`config.mk`:
```
export PLATFORM = sky130hd
export DESIGN_NAME = qreg_mult_ctrl_flat
export DESIGN_NICKNAME = d
export VERILOG_FILES = /design/src/rtl/qreg_mult_ctrl_if.sv /design/src/rtl/qreg_mult_ctrl.sv /design/src/flat_wrapper.sv
export SDC_FILE = /design/constraint.sdc
export NUM_CORES = 1
export LEC_CHECK = 0
export CORE_AREA = 2 2 39 41
export CTS_CLUSTER_DIAMETER = 30
export DETAILED_ROUTE_END_ITERATION = 6
export DIE_AREA = 0 0 41 43
export PLACE_DENSITY = 0.63
export SLEW_MARGIN = 15
export SYNTH_ARGS = -nofsm -noshare
export SYNTH_HDL_FRONTEND = slang
export SYNTH_SLANG_ARGS = --single-unit
```
`constraint.sdc`:
```
create_clock -name clk -period 3.7 [get_ports clk]
set_input_delay 0.555 -clock clk [delete_from_list [all_inputs] [get_ports clk]]
set_output_delay 0.555 -clock clk [all_outputs]
set_load 0.05 [all_outputs]
```
`src/rtl/qreg_mult_ctrl_if.sv`:
```
// Handshake and strobe bundle between the multiplier control FSM and its
// sequencer / Q-register datapath.
interface qreg_mult_ctrl_if;
   logic start;
   logic q0;
   logic ldp;
   logic clr_acc;
   logic l_and;
   logic cta;
   logic busy;
   logic done;

   modport master (
      input  start,
      input  q0,
      output ldp,
      output clr_acc,
      output l_and,
      output cta,
      output busy,
      output done
   );

   modport slave (
      output start,
      output q0,
      input  ldp,
      input  clr_acc,
      input  l_and,
      input  cta,
      input  busy,
      input  done
   );
endinterface

```
`src/rtl/qreg_mult_ctrl.sv`:
```
// Moore control FSM for the shift-add multiplier: loads Q, then per bit
// tests q0, optionally accumulates, and shifts, counting N bit-steps.
module qreg_mult_ctrl #(
   parameter int N = 4
) (
   input  logic             clk,
   input  logic             rst,
   qreg_mult_ctrl_if.master bus
);

   localparam int CW = $clog2(N + 1);
   localparam logic [CW-1:0] LAST = CW'(N - 1);

   typedef enum logic [2:0] {
      IDLE  = 3'd0,
      LOAD  = 3'd1,
      TEST  = 3'd2,
      ADD   = 3'd3,
      SHIFT = 3'd4,
      DONE  = 3'd5
   } state_t;

   state_t        state;
   state_t        state_nxt;
   logic [CW-1:0] cnt;
   logic [CW-1:0] cnt_nxt;
   logic [5:0]    outs;

   // Output bits: {ldp, clr_acc, l_and, cta, busy, done} for a given state.
   function automatic logic [5:0] decode(input state_t s);
      logic [5:0] o;
      case (s)
         IDLE:    o = 6'b000000;
         LOAD:    o = 6'b110010;
         TEST:    o = 6'b000010;
         ADD:     o = 6'b001010;
         SHIFT:   o = 6'b000110;
         DONE:    o = 6'b000011;
         default: o = 6'b000000;
      endcase
      return o;
   endfunction

   // Next-state and step-counter logic.
   always_comb begin
      state_nxt = state;
      cnt_nxt   = cnt;
      case (state)
         IDLE: begin
            if (bus.start) state_nxt = LOAD;
            else           state_nxt = IDLE;
         end
         LOAD: begin
            cnt_nxt   = {CW{1'b0}};
            state_nxt = TEST;
         end
         TEST: begin
            if (bus.q0) state_nxt = ADD;
            else        state_nxt = SHIFT;
         end
         ADD: state_nxt = SHIFT;
         SHIFT: begin
            cnt_nxt = cnt + CW'(1);
            if (cnt == LAST) state_nxt = DONE;
            else             state_nxt = TEST;
         end
         DONE:    state_nxt = IDLE;
         default: state_nxt = IDLE;
      endcase
   end

   // Outputs are registered from the next state so they track the state register exactly.
   always_ff @(posedge clk or posedge rst) begin
      if (rst) begin
         state <= IDLE;
         cnt   <= {CW{1'b0}};
         outs  <= 6'b000000;
      end else begin
         state <= state_nxt;
         cnt   <= cnt_nxt;
         outs  <= decode(state_nxt);
      end
   end

   assign bus.ldp     = outs[5];
   assign bus.clr_acc = outs[4];
   assign bus.l_and   = outs[3];
   assign bus.cta     = outs[2];
   assign bus.busy    = outs[1];
   assign bus.done    = outs[0];

endmodule

```
`src/flat_wrapper.sv`:
```
// flat-port wrapper written by rule: the top's interface ports become plain ports
module qreg_mult_ctrl_flat 
#(
   parameter int N = 4
)
  (clk, rst, bus_start, bus_q0, bus_ldp, bus_clr_acc, bus_l_and, bus_cta, bus_busy, bus_done);
  qreg_mult_ctrl_if bus_i ();
  input  logic clk;
  input  logic rst;
  input wire logic [$bits(bus_i.start)-1:0] bus_start;
  input wire logic [$bits(bus_i.q0)-1:0] bus_q0;
  output wire logic [$bits(bus_i.ldp)-1:0] bus_ldp;
  output wire logic [$bits(bus_i.clr_acc)-1:0] bus_clr_acc;
  output wire logic [$bits(bus_i.l_and)-1:0] bus_l_and;
  output wire logic [$bits(bus_i.cta)-1:0] bus_cta;
  output wire logic [$bits(bus_i.busy)-1:0] bus_busy;
  output wire logic [$bits(bus_i.done)-1:0] bus_done;
  assign bus_i.start = bus_start;
  assign bus_i.q0 = bus_q0;
  assign bus_ldp = bus_i.ldp;
  assign bus_clr_acc = bus_i.clr_acc;
  assign bus_l_and = bus_i.l_and;
  assign bus_cta = bus_i.cta;
  assign bus_busy = bus_i.busy;
  assign bus_done = bus_i.done;
  qreg_mult_ctrl #(.N(N)) u_core (.clk(clk), .rst(rst), .bus(bus_i));
endmodule
```
# Word-level counts from Yosys, hierarchy flattened
# Index checks and enable logic that the tools add are counted.
[op_classes]
addsub = 1
n_eq_ne = 10
muxes = 6
reduce_logical = 2
[op_table]
columns = ["cell", "n"]
rows = [
  ["one-hot mux 6 bit (5 select lines)", 1],
  ["equality test 3 x 2 -> 1 bit, second input constant", 5],
  ["one-hot mux 3 bit (5 select lines)", 1],
  ["equality test 3 bit, second input constant", 3],
  ["equality test 3 x 1 -> 1 bit, second input constant", 2],
  ["2-to-1 mux 3 bit", 2],
  ["one-hot mux 3 bit (2 select lines)", 1],
  ["adder 3 x 1 -> 3 bit, second input constant", 1],
  ["zero test 3 bit", 1],
  ["nonzero test 2 bit", 1],
  ["2-to-1 mux 1 bit", 1],
]
[word_totals]
reg_bits = 12
input_bits = 4
out_inout_bits = 6
word_cells = 22

# Depth between registers and ports, before layout
# Gate-level depths: netlist (run 1).
[depth]
depth_word = 5
mapped_depth = 5
mapped_depth_nobuf = 5

# Worst setup path after synthesis (run 1)
# Ideal clock, no wire load.
[synth_timing]
path_kind = "register to output"
from = "register, netlist name u_core.outs[4]"
to = "output bus_ldp"
t_arrival_ps = 886
required_time_ps = 3145
path_slack_ps = 2259
stages_incl_launch_ff = 2
path_buffers = 1
cell_sequence = "dfrtp_1 > buf_4"
[synth_lines]
columns = ["element", "line", "rtl"]
rows = [
  ["to (decl)", "flat_wrapper.sv:12", "output wire logic [$bits(bus_i.ldp)-1:0] bus_ldp;"],
]

==> results.py, run 1 <==
metrics = {
    "power_and_ir_drop": {
        "power.density_nw_per_um2": 820,
        "p_leak_nw": 0.273,
        "irDropWorstVdd_mv": 0.273,
    },
    "worst_setup_path": {
        "r2r_end": "u_core.state[2]",
        "startpoint": "u_core.outs[4]",
        "path_buf_inv": 1,
        "max_stage_delay_ns": 0.80,
        "cp_slowest_cell": "clkdlybuf4s50_1",
        "endpoint": "bus_ldp",
        "crit_arrival_ns": 1.42,
        "crit_type": "register to primary output",
        "cp_cell_sequence": "clkdlybuf4s50_1",
        "r2r_slack_ns": 2.38,
        "path_delay_family": "buffers and inverters",
        "r2r-start": "u_core.cnt[0]",
        "startpoint_type": "register",
        "ff2ff_path_depth": 4,
        "path_depth": 1,
        "endpoint_kind": "primary output",
        "crit_fanout": 2,
        "cp_data_required_time_ns": 3.14,
    },
    "final_layout": {
        "final_common_cell": "dfrtp_1",
        "n_antenna_cell": 0,
        "drive_above_1_share": 0.0714,
        "final_cell_mix": "dfrtp_1, clkdlybuf4s50_1, o21ai_0, inv_1",
        "fin_area_um2": 621,
        "syn_to_final_growth_pct": 21.9,
        "nets": 63,
    },
    "sta": {
        "grt_setup_unrepaired": "false",
        "final.setup_skew_ns": 0.00188,
        "whs_ns": 0.549,
        "drv_slew": 0,
        "finalCriticalPeriod_ns": 1.97,
        "finalSetupViolCount": 0,
        "relSlewSlack": 0.669,
        "tightest_slew_ns": 0.495,
        "fin_crit_sh": 0.533,
        "hold_viol_final": 0,
        "timing.fmax_mhz": 507,
        "setup-tns-final_ns": 0,
        "worst_slack_ns": 1.73,
    },
    "clock_network": {
        "cts_buffers": 3,
        "cts_buffer_depth": 2,
        "cts_setup_buffers": 0,
        "cts.sinks": 11,
        "cts-htree-levels": 1,
        "cts_tree": "done",
        "cts_resized": 0,
        "cts_root_buf": "clkbuf_4",
        "clock_latency_ns": 0.27,
        "holdBufCountCts": 0,
        "clk_pin_slew_ns": 0.07,
    },
    "place": {
        "placed_area_um2": 594,
        "place_congestion": 0.683,
        "dp_slack_ns": 2.01,
        "port_buffers": 9,
        "place_hpwl_um": 611,
    },
    "worst_hold_path": {
        "hold_path_class": "register to register",
    },
    "route": {
        "firstDrtPassIters": 4,
        "drc": 0,
        "avgViaCountPerCell": 5.17,
        "first_iter_violations": 1,
        "met3_wirelength_um": 45,
        "final_antenna_net_count": 0,
        "top_layer": "met4",
        "routed_wl_um": 909,
        "wl_per_cell_um": 12.6,
        "vias": 372,
        "wl_met1_um": 448,
        "wl_met2_um": 387,
    },
    "die": {
        "ios": 10,
        "start_util": 0.368,
        "rows": 14,
        "floorplan.die_area_um2": 1760,
        "die_x_um": 41,
        "core_um2": 1380,
        "die_y_um": 43,
    },
    "global_route": {
        "grt_antenna_before_repair": 0,
        "grt_use_total": 0.135,
        "overflow": 0,
        "grt_pass1_vias": 354,
        "grt_pass1_wl_mm": 1.54,
        "grt_max_degree": 14,
    },
    "yosys": {
        "ys_seq_area_frac": 0.541,
        "syn_inst": 47,
        "avgSynthCellArea_um2": 10.8,
        "yosys_warnings": 0,
        "ys_ff_latch": 11,
        "synth_cell_type_count": 19,
        "synth_area_um2": 509,
        "syn_nets": 53,
    },
    "run": {
        "cap_violations": 0,
    },
    "outcome": {
        "run_status": "finished clean",
    },
}
## through the flow
step           total power [mW]  std cells   util
6_report                  0.509         72  0.448
3_3_place_gp              0.424         68  0.429
3_5_place_dp              0.426         68  0.429
5_1_grt                   0.549         72  0.448
2_1_floorplan             0.377         47      -
4_1_cts                   0.511         72  0.448
## area by class of cell
| cell class | count | area, um2 |
|---|---|---|
| well taps | 16 | 20.0 |
| repair buffers | 9 | 90.1 |
| multi-input cells | 28 | 194 |
| inverters | 4 | 15.0 |
| clock buffers | 4 | 26.3 |
| flip-flops and latches | 11 | 275 |
| fillers | 146 | 763 |
## logic make-up (layout without fill, tap and decap cells)
| group | count (synthesis) | count (layout) | share of synthesized area |
|---|---|---|---|
| AO/OA/AOI/OAI | 9 | 9 | 0.125 |
| AND/OR/NAND/NOR | 16 | 16 | 0.187 |
| adder cells (fa/ha/maj) | 2 | 2 | 0.0491 |
| flip-flops | 11 | 11 | 0.541 |
| buffers and inverters | 8 | 17 | 0.0786 |
| multiplexers | 1 | 1 | 0.0197 |
## power breakdown
part	switching [mW]	total [mW]	internal [mW]
combinational	0.125	0.209	0.0840
clock	0.0420	0.0837	0.0418
sequential	0.0560	0.216	0.160
total	0.223	0.509	0.286
## routing by layer
metal  track usage  vias to the layer above
met1         0.177                      177
li1              -                      181
met3        0.0314                        4
met4         0.100                        0
met5             0                        -
met2         0.184                       10
## flip-flops by register name, indices dropped and copies added (netlist names)
signal and flops:
u_core.cnt 3, u_core.outs 5, u_core.state 3
## cells in the mapped netlist (all sizes together)
cell    count  area (um2)
dfrtp      11         275
mux2i       1        10.0
a211oi      1        7.51
nand2b      1        6.26
o311ai      3        26.3
o21ai       4        20.0
buf         4        25.0
or2         1        6.26
nor2        3        13.8
inv         4        15.0
nor2b       2        12.5
and3        2        12.5
ha          2        25.0
nand3       3        15.0
nor3b       3        22.5
and2        1        6.26
a311o       1        10.0
## worst min-delay path by stage
stage	startpoint	end	slack (ns)	cells after the start
5_1_grt	u_core.cnt[2]	u_core.cnt[2]	0.58	2
2_1_floorplan	rst	u_core.cnt[0]	0.41	1
4_1_cts	u_core.cnt[2]	u_core.cnt[2]	0.55	2
3_3_place_gp	u_core.cnt[2]	u_core.cnt[2]	0.53	2
6_report	u_core.cnt[0]	u_core.cnt[0]	0.55	1
3_5_place_dp	u_core.cnt[2]	u_core.cnt[2]	0.54	2
(Power assumes the default switching activity.)
==> run 2, diff against run 1 <==
Settings changed: PLACE_DENSITY 0.63 to 0.65.
Clock period 3.7 ns to 1.7 ns, I/O delays scaled along.
==> results.py, run 2 (same netlist as run 1, synthesis figures left out) <==
metrics = {
    "outcome": {
        "run_status": "finished clean",
    },
    "sta": {
        "setup-tns-final_ns": 0,
        "finalSetupViolCount": 0,
        "final.setup_skew_ns": 0.00553,
        "tightest_slew_ns": 0.499,
        "fin_crit_sh": 0.955,
        "grt_setup_unrepaired": "false",
        "timing.fmax_mhz": 616,
        "finalCriticalPeriod_ns": 1.62,
        "relSlewSlack": 0.667,
        "drv_slew": 0,
        "hold_viol_final": 0,
    },
    "worst_setup_path": {
        "r2r_slack_ns": 0.37,
        "path_delay_family": "buffers and inverters",
        "max_stage_delay_ns": 0.79,
        "path_buf_inv": 1,
        "r2r_end": "u_core.state[2]",
        "crit_type": "register to primary output",
        "r2r-start": "u_core.cnt[0]",
        "cp_data_required_time_ns": 1.44,
        "cp_slowest_cell": "clkdlybuf4s50_1",
        "crit_arrival_ns": 1.37,
        "ff2ff_path_depth": 4,
        "cp_cell_sequence": "clkdlybuf4s50_1",
        "endpoint_kind": "primary output",
        "startpoint_type": "register",
        "crit_fanout": 1,
    },
    "route": {
        "avgViaCountPerCell": 5.18,
        "wl_per_cell_um": 12.5,
        "vias": 378,
        "final_antenna_net_count": 0,
        "routed_wl_um": 916,
        "drc": 0,
        "firstDrtPassIters": 3,
        "first_iter_violations": 10,
    },
    "die": {
        "die_x_um": 41,
        "ios": 10,
        "rows": 14,
        "start_util": 0.368,
        "floorplan.die_area_um2": 1760,
        "core_um2": 1380,
        "die_y_um": 43,
    },
    "final_layout": {
        "fillCellCount": 134,
        "drive_above_1_share": 0.158,
        "final_cell_mix": "dfrtp_1, buf_4, o21ai_0, inv_1, clkdlybuf4s50_1",
        "regMostFlops": "u_core.outs",
        "reg_top3": "u_core.outs: 5 flops, u_core.cnt: 3 flops, u_core.state: 3 flops",
        "syn_to_final_growth_pct": 21.9,
        "nets": 64,
        "largest_reg_flops": 5,
        "final_common_cell": "dfrtp_1",
        "n_antenna_cell": 0,
    },
    "clock_network": {
        "cts_resized": 0,
        "holdBufCountCts": 0,
        "cts_root_buf": "clkbuf_4",
        "cts-htree-levels": 1,
        "clock_latency_ns": 0.26,
        "cts_buffers": 3,
        "clk_pin_slew_ns": 0.07,
        "cts.sinks": 11,
        "cts_buffer_depth": 2,
        "cts_tree": "done",
        "cts_setup_buffers": 0,
    },
    "power_and_ir_drop": {
        "irDropWorstVdd_mv": 0.727,
        "finalPower_mw": 1.11,
        "power.density_nw_per_um2": 1790,
        "p_leak_nw": 0.290,
    },
    "place": {
        "place_congestion": 0.706,
        "place_hpwl_um": 647,
        "port_buffers": 9,
    },
    "global_route": {
        "grt_pass1_wl_mm": 1.54,
        "overflow": 0,
        "grt_pass1_vias": 342,
        "grt_antenna_before_repair": 0,
        "grt_max_degree": 14,
        "grt_use_total": 0.133,
    },
    "run": {
        "cap_violations": 0,
    },
    "worst_hold_path": {
        "hold_path_class": "input port to asynchronous set/reset pin",
    },
}
run 2: cell types whose count changed in the layout (fill, tap and decap cells not counted), sizes merged:
cell,before,now
dlymetal6s2s,0,1
buf,0,5
clkdlybuf4s50,9,4
run 2: final cells by class:
type | instances | area (um2) | share of cell area
Clock buffer | 4 | 26.3 | 0.0423
Inverter | 4 | 15.0 | 0.0242
Multi-Input combinational cell | 28 | 194 | 0.313
Sequential cell | 11 | 275 | 0.444
Tap cell | 16 | 20.0 | 0.0323
Timing Repair Buffer | 10 | 90.1 | 0.145
run 2: routing by layer:
layer / track usage / wire length, um / vias to the layer above
li1: - / - / 182
met1: 0.185 / 459 / 188
met2: 0.172 / 398 / 8
met3: 0.0314 / 58 / 0
met4: 0.100 / 0 / 0
met5: 0 / 0 / -
run 2: worst max-delay path by stage:
stage / startpoint / end / slack, ns / depth (start not counted)
floorplan: u_core.cnt[0] / u_core.state[2] / 0.45 / 4
global placement: u_core.outs[1] / bus_busy / 0.36 / 1
detailed placement: u_core.outs[1] / bus_busy / 0.33 / 1
CTS: u_core.outs[1] / bus_busy / 0.04 / 1
global route: u_core.outs[3] / bus_l_and / 0.01 / 1
finish: u_core.outs[3] / bus_l_and / 0.08 / 1
run 2: through the flow:
step | hold WS [ns] | cells | area (um2) | util | setup slack [ns]
4_1_cts | 0.292 | 73 | 618 | 0.447 | 0.0353
3_3_place_gp | 0.524 | 69 | 592 | 0.428 | 0.357
5_1_grt | 0.349 | 73 | 621 | 0.448 | 0.0105
2_1_floorplan | 0.107 | 47 | 509 | - | 0.453
3_5_place_dp | 0.532 | 69 | 592 | 0.428 | 0.334
6_report | 0.282 | 73 | 621 | 0.448 | 0.0764
run 2: where the power goes:
part | internal (mW) | switching [mW]
Sequential | 0.349 | 0.109
Combinational | 0.184 | 0.297
Clock | 0.0906 | 0.0805
Total | 0.624 | 0.487
